===== config.mk =====
export PLATFORM = sky130hd
export DESIGN_NAME = uart_tx_flat
export DESIGN_NICKNAME = d
export VERILOG_FILES = /design/src/rtl/uart_tx_if.sv /design/src/rtl/uart_tx.sv /design/src/flat_wrapper.sv
export SDC_FILE = /design/constraint.sdc
export NUM_CORES = 1
export LEC_CHECK = 0
export BUFFER_PORTS_ARGS = -buffer_cell sky130_fd_sc_hd__buf_4
export CAP_MARGIN = 20
export CORE_MARGIN = 5
export CORE_UTILIZATION = 55
export DETAILED_ROUTE_END_ITERATION = 10
export PLACE_DENSITY = 0.77
export SLEW_MARGIN = 20
export SYNTH_ARGS = -nofsm -noshare
export SYNTH_HDL_FRONTEND = slang
export SYNTH_SLANG_ARGS = --single-unit

===== constraint.sdc =====
create_clock -name clk -period 2.1 [get_ports clk]
set_input_delay 0.525 -clock clk [delete_from_list [all_inputs] [get_ports clk]]
set_output_delay 0.525 -clock clk [all_outputs]
set_load 0.03 [all_outputs]

===== src/rtl/uart_tx_if.sv =====
// Handshake bundle between the TX FIFO read side / baud generator and the UART transmitter.
// Ports: s_tick (16x baud enable), tx_start + din (request and word), tx (serial line),
//        tx_busy (frame in progress), tx_done_tick (one-cycle end-of-frame pulse).
interface uart_tx_if #(
    parameter int DBIT = 8
);
    logic            s_tick;
    logic            tx_start;
    logic [DBIT-1:0] din;
    logic            tx;
    logic            tx_busy;
    logic            tx_done_tick;

    modport master (
        output s_tick, tx_start, din,
        input  tx, tx_busy, tx_done_tick
    );

    modport slave (
        input  s_tick, tx_start, din,
        output tx, tx_busy, tx_done_tick
    );
endinterface


===== src/rtl/uart_tx.sv =====
// UART serial transmitter: start bit, DBIT data bits LSB-first, optional even parity, stop period.
// Ports: clk, rst_n (async active-low), bus (uart_tx_if.slave: s_tick, tx_start, din, tx, tx_busy, tx_done_tick).
// Optional parity bit enabled by defining UART_TX_PARITY_EN; tx is registered, tx_start ignored while busy.
module uart_tx #(
    parameter int DBIT    = 8,
    parameter int SB_TICK = 16
) (
    input  logic      clk,
    input  logic      rst_n,
    uart_tx_if.slave  bus
);

    // Tick counter must hold both 15 (per-bit) and SB_TICK-1 (stop period).
    localparam int SW = ($clog2(SB_TICK) > 4) ? $clog2(SB_TICK) : 4;
    localparam int NW = (DBIT > 1) ? $clog2(DBIT) : 1;

    localparam logic [SW-1:0] S_LAST    = SW'(15);
    localparam logic [SW-1:0] STOP_LAST = SW'(SB_TICK - 1);
    localparam logic [NW-1:0] N_LAST    = NW'(DBIT - 1);

`ifdef UART_TX_PARITY_EN
    typedef enum logic [2:0] {IDLE, START, DATA, PARITY, STOP} state_t;
`else
    typedef enum logic [1:0] {IDLE, START, DATA, STOP} state_t;
`endif

    state_t          state;
    logic [SW-1:0]   s_reg;
    logic [NW-1:0]   n_reg;
    logic [DBIT-1:0] b_reg;
    logic            tx_reg;
    logic            busy_reg;
    logic            done_reg;
`ifdef UART_TX_PARITY_EN
    logic            par_reg;
`endif

    // tx_reg/busy_reg are loaded with the value belonging to the state being
    // entered, so the pin changes on the same edge as the state transition.
    always_ff @(posedge clk or negedge rst_n) begin
        if (!rst_n) begin
            state    <= IDLE;
            s_reg    <= '0;
            n_reg    <= '0;
            b_reg    <= '0;
            tx_reg   <= 1'b1;
            busy_reg <= 1'b0;
            done_reg <= 1'b0;
`ifdef UART_TX_PARITY_EN
            par_reg  <= 1'b0;
`endif
        end else begin
            done_reg <= 1'b0;
            case (state)
                IDLE: begin
                    if (bus.tx_start) begin
                        b_reg    <= bus.din;
                        s_reg    <= '0;
                        state    <= START;
                        tx_reg   <= 1'b0;
                        busy_reg <= 1'b1;
`ifdef UART_TX_PARITY_EN
                        par_reg  <= ^bus.din;
`endif
                    end
                end
                START: begin
                    if (bus.s_tick) begin
                        if (s_reg == S_LAST) begin
                            s_reg  <= '0;
                            n_reg  <= '0;
                            state  <= DATA;
                            tx_reg <= b_reg[0];
                        end else begin
                            s_reg <= s_reg + 1'b1;
                        end
                    end
                end
                DATA: begin
                    if (bus.s_tick) begin
                        if (s_reg == S_LAST) begin
                            s_reg <= '0;
                            b_reg <= b_reg >> 1;
                            if (n_reg == N_LAST) begin
`ifdef UART_TX_PARITY_EN
                                state  <= PARITY;
                                tx_reg <= par_reg;
`else
                                state  <= STOP;
                                tx_reg <= 1'b1;
`endif
                            end else begin
                                n_reg  <= n_reg + 1'b1;
                                // Next bit is the one about to shift into b_reg[0].
                                tx_reg <= b_reg[1];
                            end
                        end else begin
                            s_reg <= s_reg + 1'b1;
                        end
                    end
                end
`ifdef UART_TX_PARITY_EN
                PARITY: begin
                    if (bus.s_tick) begin
                        if (s_reg == S_LAST) begin
                            s_reg  <= '0;
                            state  <= STOP;
                            tx_reg <= 1'b1;
                        end else begin
                            s_reg <= s_reg + 1'b1;
                        end
                    end
                end
`endif
                STOP: begin
                    if (bus.s_tick) begin
                        if (s_reg == STOP_LAST) begin
                            s_reg    <= '0;
                            state    <= IDLE;
                            tx_reg   <= 1'b1;
                            busy_reg <= 1'b0;
                            done_reg <= 1'b1;
                        end else begin
                            s_reg <= s_reg + 1'b1;
                        end
                    end
                end
                default: begin
                    state    <= IDLE;
                    tx_reg   <= 1'b1;
                    busy_reg <= 1'b0;
                end
            endcase
        end
    end

    assign bus.tx           = tx_reg;
    assign bus.tx_busy      = busy_reg;
    assign bus.tx_done_tick = done_reg;

endmodule


===== src/flat_wrapper.sv =====
// flat-port wrapper written by rule: the top's interface ports become plain ports
module uart_tx_flat 
#(
    parameter int DBIT    = 8,
    parameter int SB_TICK = 16
)
  (clk, rst_n, bus_s_tick, bus_tx_start, bus_din, bus_tx, bus_tx_busy, bus_tx_done_tick);
  uart_tx_if #(.DBIT(DBIT)) bus_i ();
  input  logic clk;
  input  logic rst_n;
  input wire logic [$bits(bus_i.s_tick)-1:0] bus_s_tick;
  input wire logic [$bits(bus_i.tx_start)-1:0] bus_tx_start;
  input wire logic [$bits(bus_i.din)-1:0] bus_din;
  output wire logic [$bits(bus_i.tx)-1:0] bus_tx;
  output wire logic [$bits(bus_i.tx_busy)-1:0] bus_tx_busy;
  output wire logic [$bits(bus_i.tx_done_tick)-1:0] bus_tx_done_tick;
  assign bus_i.s_tick = bus_s_tick;
  assign bus_i.tx_start = bus_tx_start;
  assign bus_i.din = bus_din;
  assign bus_tx = bus_i.tx;
  assign bus_tx_busy = bus_i.tx_busy;
  assign bus_tx_done_tick = bus_i.tx_done_tick;
  uart_tx #(.DBIT(DBIT), .SB_TICK(SB_TICK)) u_core (.clk(clk), .rst_n(rst_n), .bus(bus_i));
endmodule

==> results of run 1 <==
## through the flow
step | utilization | cell area [um2] | hold slack [ns] | power (mW) | setup slack, ns
finish | 0.661 | 1270 | 0.0606 | 1.58 | 0.212
CTS | 0.661 | 1270 | 0.0723 | 1.59 | 0.217
global placement | 0.633 | 1220 | 0.413 | 1.24 | 0.302
floorplan | - | 1090 | 0.229 | 1.12 | 0.483
global route | 0.661 | 1270 | 0.0644 | 1.72 | 0.0415
detailed placement | 0.633 | 1220 | 0.416 | 1.27 | 0.233
## logic make-up after synthesis
family          Yosys count  synth area share
flops                    20             0.458
compound gates           38             0.226
simple gates             41             0.171
buf+inv                   8            0.0389
mux                       1            0.0137
fa+ha+maj                 8            0.0914
## worst max-delay path, cell delays in order, from the launching register on
cell and delay [ns]:
dfrtp_1 0.42, inv_1 0.10, ha_1 0.34, nor3_1 0.36, o21ai_4 0.10, a21oi_2 0.16, mux2_4 0.31
## worst max-delay path by stage
stage	from	endpoint	slack, ns	cells after the start
2_1_floorplan	u_core.state[0]	u_core.state[1]	0.48	6
3_3_place_gp	u_core.state[0]	u_core.state[1]	0.30	6
3_5_place_dp	u_core.state[0]	u_core.state[1]	0.23	6
4_1_cts	u_core.state[0]	u_core.state[1]	0.22	6
5_1_grt	u_core.state[0]	u_core.state[1]	0.04	6
6_report	u_core.state[0]	u_core.state[1]	0.21	6
## synthesized netlist by cell type (3+ instances only)
master   number
a22o_1        3
inv_1         5
ha_1          8
o22ai_1       7
a21oi_1       6
dfrtp_1      19
o21ai_0      14
nand2_1      13
nor2_1       14
## per-layer routing
metal / global-route usage / up-vias / wire length, um
met2: 0.278 / 22 / 956
met1: 0.226 / 409 / 1000
met3: 0.0272 / 4 / 117
met4: 0.0913 / 0 / 38
met5: 0 / - / 0
li1: - / 444 / -
## power groups by stage
stage                     registers [mW]  clock network, mW  logic, mW
final                              0.638              0.317      0.628
after global placement             0.638                  0      0.604
after detailed placement           0.645                  0      0.628
after floorplan                    0.633                  0      0.484
after global routing               0.661              0.341      0.714
after CTS                          0.637              0.321      0.631
## final cells by class
type / count / share of cell area
clock inverters: 1 / 0.0236
well taps: 27 / 0.0266
repair buffers: 15 / 0.0887
clock buffers: 3 / 0.0177
inverters: 5 / 0.0148
multi-input cells: 88 / 0.433
flip-flops and latches: 20 / 0.395
==> results.txt, run 1 <==
Endpoint class of the critical path = flop
Cells resized by post-CTS repair = 0
Tcrit/Tclk final = 0.899
Vias in the first global route = 870
FF/Latch Area = 502 um2
Outcome = finished, final reports clean
CP Data Arrival Time = 2.10 ns
Core area = 1920 um2
All-layer global routing usage = 0.174
Setup TNS = 0 ns
Area added between synthesis and finish = 16.0%
Maxcap violations = 0
H-tree depth = 1
Nets = 153
Io pins = 15
Routed Antenna Nets = 0
Max-slew headroom = 0.648
Gpl congestion = 0.819
First-pass GRT wire length = 3.68 mm
WL/cell = 13.3 um
Mapped Area = 1090 um2
Grt ovf = 0
Root buffer cell = clkbuf_4
Reg2Reg Launch Point = u_core.state[0]
Non-filler cells, final = 159
Post-CTS Hold Buffers = 0
Syn Inst Count = 116
Row cnt = 16
Critical path launch point type = flop
Diodes inserted = 0
DR pass1 iterations = 4
DRC errors left = 0
Die H = 54.6 um
Share of cells above drive strength 1 = 0.182
Setup bufs post-CTS = 0
Area contributors post-synth = dfrtp_1 (43%), ha_1 (9.1%), o21ai_0 (6.4%)
Endpoints failing hold = 0
Unique masters post-synth = 32
Largest net degree at the start of global routing = 21
Cell taking the most area after synthesis = dfrtp_1
Slew @ Worst Pin = 0.525 ns
Comb power frac = 0.397
Detail Placement HPWL = 1.59 mm
Final setup fails = 0
Switching Share = 0.368
RSZ-0062 raised after global routing = no
Ys async rst share = 1.00
Crit path kind = reg2reg
Flop pwr share = 0.403
F_max = 0.530 GHz
Commonest non-fill, non-tap cell in the layout = dfrtp_1
Vias/cell = 5.53
CTS clk-pin slew, worst paths = 0.12 ns
Layout fillers = 165
Syn_nets = 136
Sequential share of the synthesized area = 0.458
Clk network pwr share = 0.201
Pwr Density = 1250 nW/um2
Number of flip-flops in the largest register = 8
CTS tree = built
Initial Utilization = 0.570
DP Cell Count = 155
Area of the multi-input gates = 551 um2
Syn Area/Cell = 9.44 um2
Max IR drop VDD = 0.735 mV
Final wirelength = 2.12 mm
Worst Path Required = 2.31 ns
Die area = 2980 um2
Die width = 54.6 um
Crit Path Max Fanout = 12
Fin crit period = 1.89 ns
Initial drt markers = 19
Max-slew violation count = 0
Number of CTS-inserted buffers = 3
Post-synth EDFFs = 0
Most used DFF post-synth = dfrtp_1
Leakage power = 0.573 nW
Worst hold path class = in2async
PortBufs = 14
RR Endpoint = u_core.state[1]
# clock sinks = 20
Post-synth top area share = 0.434
Net Switching = 0.582 mW
Reg2Reg Depth = 6
Vias = 879
Clk_lat worst skew = 0.31 ns
Worst reg2reg setup slack = 0.21 ns
Initial antenna violation count = 0
Post-synthesis register bit count = 20
Most frequent cells in the layout = dfrtp_1 (19), buf_4 (15), o21ai_0 (14), nor2_1 (14), nand2_1 (13)
Ys Warns = 0
Final Skew = 0.00754 ns
Max Buffers Root-to-Sink = 2
Internal power = 1.00 mW
Note: power is estimated with default switching activity, not from simulation.
==> run 2: changes to the inputs <==
--- a/config.mk
+++ b/config.mk
@@ -5,12 +5,13 @@
 export SDC_FILE = /design/constraint.sdc
 export NUM_CORES = 1
 export LEC_CHECK = 0
+export ABC_AREA = 1
 export BUFFER_PORTS_ARGS = -buffer_cell sky130_fd_sc_hd__buf_4
 export CAP_MARGIN = 20
 export CORE_MARGIN = 5
-export CORE_UTILIZATION = 55
+export CORE_UTILIZATION = 56
 export DETAILED_ROUTE_END_ITERATION = 10
-export PLACE_DENSITY = 0.77
+export PLACE_DENSITY = 0.78
 export SLEW_MARGIN = 20
 export SYNTH_ARGS = -nofsm -noshare
 export SYNTH_HDL_FRONTEND = slang
==> results.txt, run 2 <==
Commonest cells post-synth = nand2_1 (40), dfrtp_1 (19), inv_1 (12)
WP buf/inv = 2 (+1)
CP Data Arrival Time = 2.01 ns (-0.09 ns)
Area of the multi-input gates = 599 um2 (+8.9%)
Max IR drop VDD = 0.675 mV (-8.1%)
Slew @ Worst Pin = 0.543 ns (+0.0173 ns)
Clk_lat worst skew = 0.30 ns (about the same)
Layout fillers = 161 (-2.4%)
DR pass1 iterations = 4 (unchanged)
Post-synth EDFFs = 0 (unchanged)
Pwr Density = 1330 nW/um2 (+6.3%)
Synth Area in Compound Gates = 0.126 (-0.100)
Number of CTS-inserted buffers = 3 (unchanged)
CP most frequent cell = inv_1
Cell taking the most area after synthesis = dfrtp_1
Endpoint class of the critical path = flop
Worst hold path class = in2async
Setup TNS = 0 ns (unchanged)
Final Skew = 0.00138 ns (-0.00616 ns)
Mux contribution to synthesized area = 0.0517 (+0.0380)
Post-synthesis register bit count = 20 (unchanged)
Critical path launch point type = flop
WL/cell = 12.6 um (-5.1%)
Clk network pwr share = 0.130 (-0.071)
Routed Antenna Nets = 0 (unchanged)
Pre-CTS setup slack = 0.323 ns (+0.0897 ns)
DRC errors left = 0 (unchanged)
Most frequent cell after synthesis = nand2_1
Max incr delay on CP = 0.43 ns (about the same)
Ys Warns = 0 (unchanged)
XOR/XNOR share of the synthesized area = 0.0151 (+0.0151)
Syn_nets = 156 (+15%)
Top delay family on crit path = flip-flops
Cell Chain, Critical Path = inv_1, ha_1, inv_1, o21ai_1, nand2_2, nand2_1, o21ai_2
Area contributors post-synth = dfrtp_1 (41%), nand2_1 (13%), ha_1 (8.6%)
Core area = 1960 um2 (+2.1%)
Mapped Area = 1160 um2 (+6.2%)
Cells resized by post-CTS repair = 0 (unchanged)
Maxcap violations = 0 (unchanged)
Die area = 3090 um2 (+3.5%)
Die H = 55.6 um (+1.7%)
Crit path kind = reg2reg
Io pins = 15 (unchanged)
Worst Path Required = 2.30 ns (about the same)
All-layer global routing usage = 0.152 (-0.0222)
Max-slew violation count = 0 (unchanged)
Vias = 921 (+4.8%)
Nets = 174 (+14%)
Root buffer cell = clkbuf_4
Comb power frac = 0.512 (+0.115)
Switching Share = 0.442 (+0.0747)
Syn Inst Count = 136 (+17%)
Final wirelength = 2.27 mm (+7.4%)
Sequential share of the synthesized area = 0.432 (-0.0266)
Max-slew headroom = 0.634 (-0.0133)
Initial antenna violation count = 0 (unchanged)
Simple-gate area share of the yosys netlist = 0.237 (+0.0654)
F_max = 0.551 GHz (+4.0%)
Outcome = finished, final reports clean
Ys async rst share = 1.00 (unchanged)
Post-CTS Hold Buffers = 0 (unchanged)
Die width = 55.6 um (+1.7%)
Leakage power = 0.688 nW (+20%)
Net Switching = 0.779 mW (+34%)
Flop pwr share = 0.358 (-0.045)
Syn Area/Cell = 8.55 um2 (-9.4%)
Share of cells above drive strength 1 = 0.229 (+0.0469)
Slowest CP cell = dfrtp_1
Largest family of logic cells by synthesized area = simple AND/OR/NAND/NOR gates
Final setup fails = 0 (unchanged)
Vias in the first global route = 885 (+1.7%)
Post-synth top area share = 0.409 (-0.0252)
Unique masters post-synth = 21 (-34%)
Tcrit/Tclk final = 0.865 (-0.0343)
Number of flip-flops in the largest register = 8 (unchanged)
Crit Path Max Fanout = 16 (+4)
Largest net degree at the start of global routing = 21 (unchanged)
Max Buffers Root-to-Sink = 2 (unchanged)
Row cnt = 16 (unchanged)
Initial drt markers = 19 (unchanged)
Diodes inserted = 0 (unchanged)
H-tree depth = 1 (unchanged)
Grt ovf = 0 (unchanged)
PortBufs = 14 (unchanged)
Worst setup margin = 0.284 ns (+0.0720 ns)
Internal power = 0.982 mW (-1.9%)
Endpoints failing hold = 0 (unchanged)
Worst reg2reg setup slack = 0.28 ns (+0.07 ns)
Area added between synthesis and finish = 14.3%
FF/Latch Area = 502 um2 (unchanged)
# clock sinks = 20 (unchanged)
Vias/cell = 5.12 (-7.4%)
First-pass GRT wire length = 3.77 mm (+2.4%)
Setup bufs post-CTS = 0 (unchanged)
Most used DFF post-synth = dfrtp_1
Most frequent cells in the layout = nand2_1 (40), dfrtp_1 (19), buf_4 (15), inv_1 (12)
RSZ-0062 raised after global routing = no
CTS clk-pin slew, worst paths = 0.12 ns (about the same)
Initial Utilization = 0.592 (+0.0228)
Gpl congestion = 0.900 (+9.9%)
CTS tree = built
Commonest non-fill, non-tap cell in the layout = nand2_1
Detail Placement HPWL = 1.76 mm (+11%)
Post-synthesis adder-cell area fraction = 0.0861 (-0.00531)
Fin crit period = 1.82 ns (-0.0720 ns)
==> run 2: changes by cell type after synthesis, moves of 3 or more <==
cell / before / now
a21oi_1: 6 / 1
a22o_1: 3 / 0
inv_1: 5 / 12
mux2i_1: 0 / 6
nand2_1: 13 / 40
nand2_2: 0 / 4
nand3_1: 2 / 9
nor2_1: 14 / 7
o21ai_0: 14 / 9
o21ai_2: 0 / 9
o22ai_1: 7 / 0
==> run 2: power groups by stage <==
stage	registers, mW	logic (mW)	clock network [mW]
after floorplan	0.642	0.708	0
after global placement	0.628	0.868	0
after detailed placement	0.636	0.908	0
after CTS	0.629	0.910	0.231
after global routing	0.645	1.02	0.248
final	0.630	0.902	0.230
==> run 2: cell type report <==
cell class | instances | area share
Multi-Input combinational cell | 102 | 0.451
Sequential cell | 20 | 0.378
Timing Repair Buffer | 15 | 0.0847
Inverter | 12 | 0.0339
Clock buffer | 4 | 0.0273
Tap cell | 27 | 0.0254
==> run 2: cell families after synthesis <==
family	Yosys count
AO/OA/AOI/OAI	22
XOR/XNOR	2
adder cells (fa/ha/maj)	8
buffers and inverters	14
flip-flops	20
multiplexers	6
AND/OR/NAND/NOR	64
==> run 2: final timing paths <==
path / end / from / cells after the start
min: u_core.s_reg[1] / rst_n / 1
max reg2reg: u_core.b_reg[2] / u_core.state[0] / 7
max in group asynchronous: u_core.bus.tx / rst_n / 1
max: u_core.b_reg[2] / u_core.state[0] / 7
min reg2reg: u_core.bus.tx / u_core.bus.tx / 2
min in group clk: u_core.bus.tx / u_core.bus.tx / 2
==> run 2: per-stage QoR <==
| stage | hold WS, ns | utilization | power (mW) | instance area [um2] | instances |
|---|---|---|---|---|---|
| 3_3_place_gp | 0.417 | 0.659 | 1.50 | 1290 | 176 |
| 6_report | 0.0804 | 0.677 | 1.76 | 1330 | 180 |
| 3_5_place_dp | 0.420 | 0.659 | 1.54 | 1290 | 176 |
| 5_1_grt | 0.0823 | 0.677 | 1.91 | 1330 | 180 |
| 4_1_cts | 0.0800 | 0.677 | 1.77 | 1330 | 180 |
| 2_1_floorplan | 0.229 | - | 1.35 | 1160 | 136 |
==> run 2: worst register-to-register path: cells and delay by family, from the launching register on <==
kind / cells / cell delay [ns]
AO/OA/AOI/OAI: 2 / 0.24
adder cells (fa/ha/maj): 1 / 0.33
buffers and inverters: 2 / 0.28
flip-flops: 1 / 0.43
AND/OR/NAND/NOR: 2 / 0.42
==> run 2: per-layer routing <==
| layer | wire length [um] | up-vias | global-route usage |
|---|---|---|---|
| met5 | 0 | - | 0 |
| met4 | 39 | 0 | 0.0625 |
| met3 | 94 | 6 | 0.0350 |
| met2 | 1110 | 20 | 0.248 |
| met1 | 1020 | 419 | 0.192 |
| li1 | - | 476 | - |
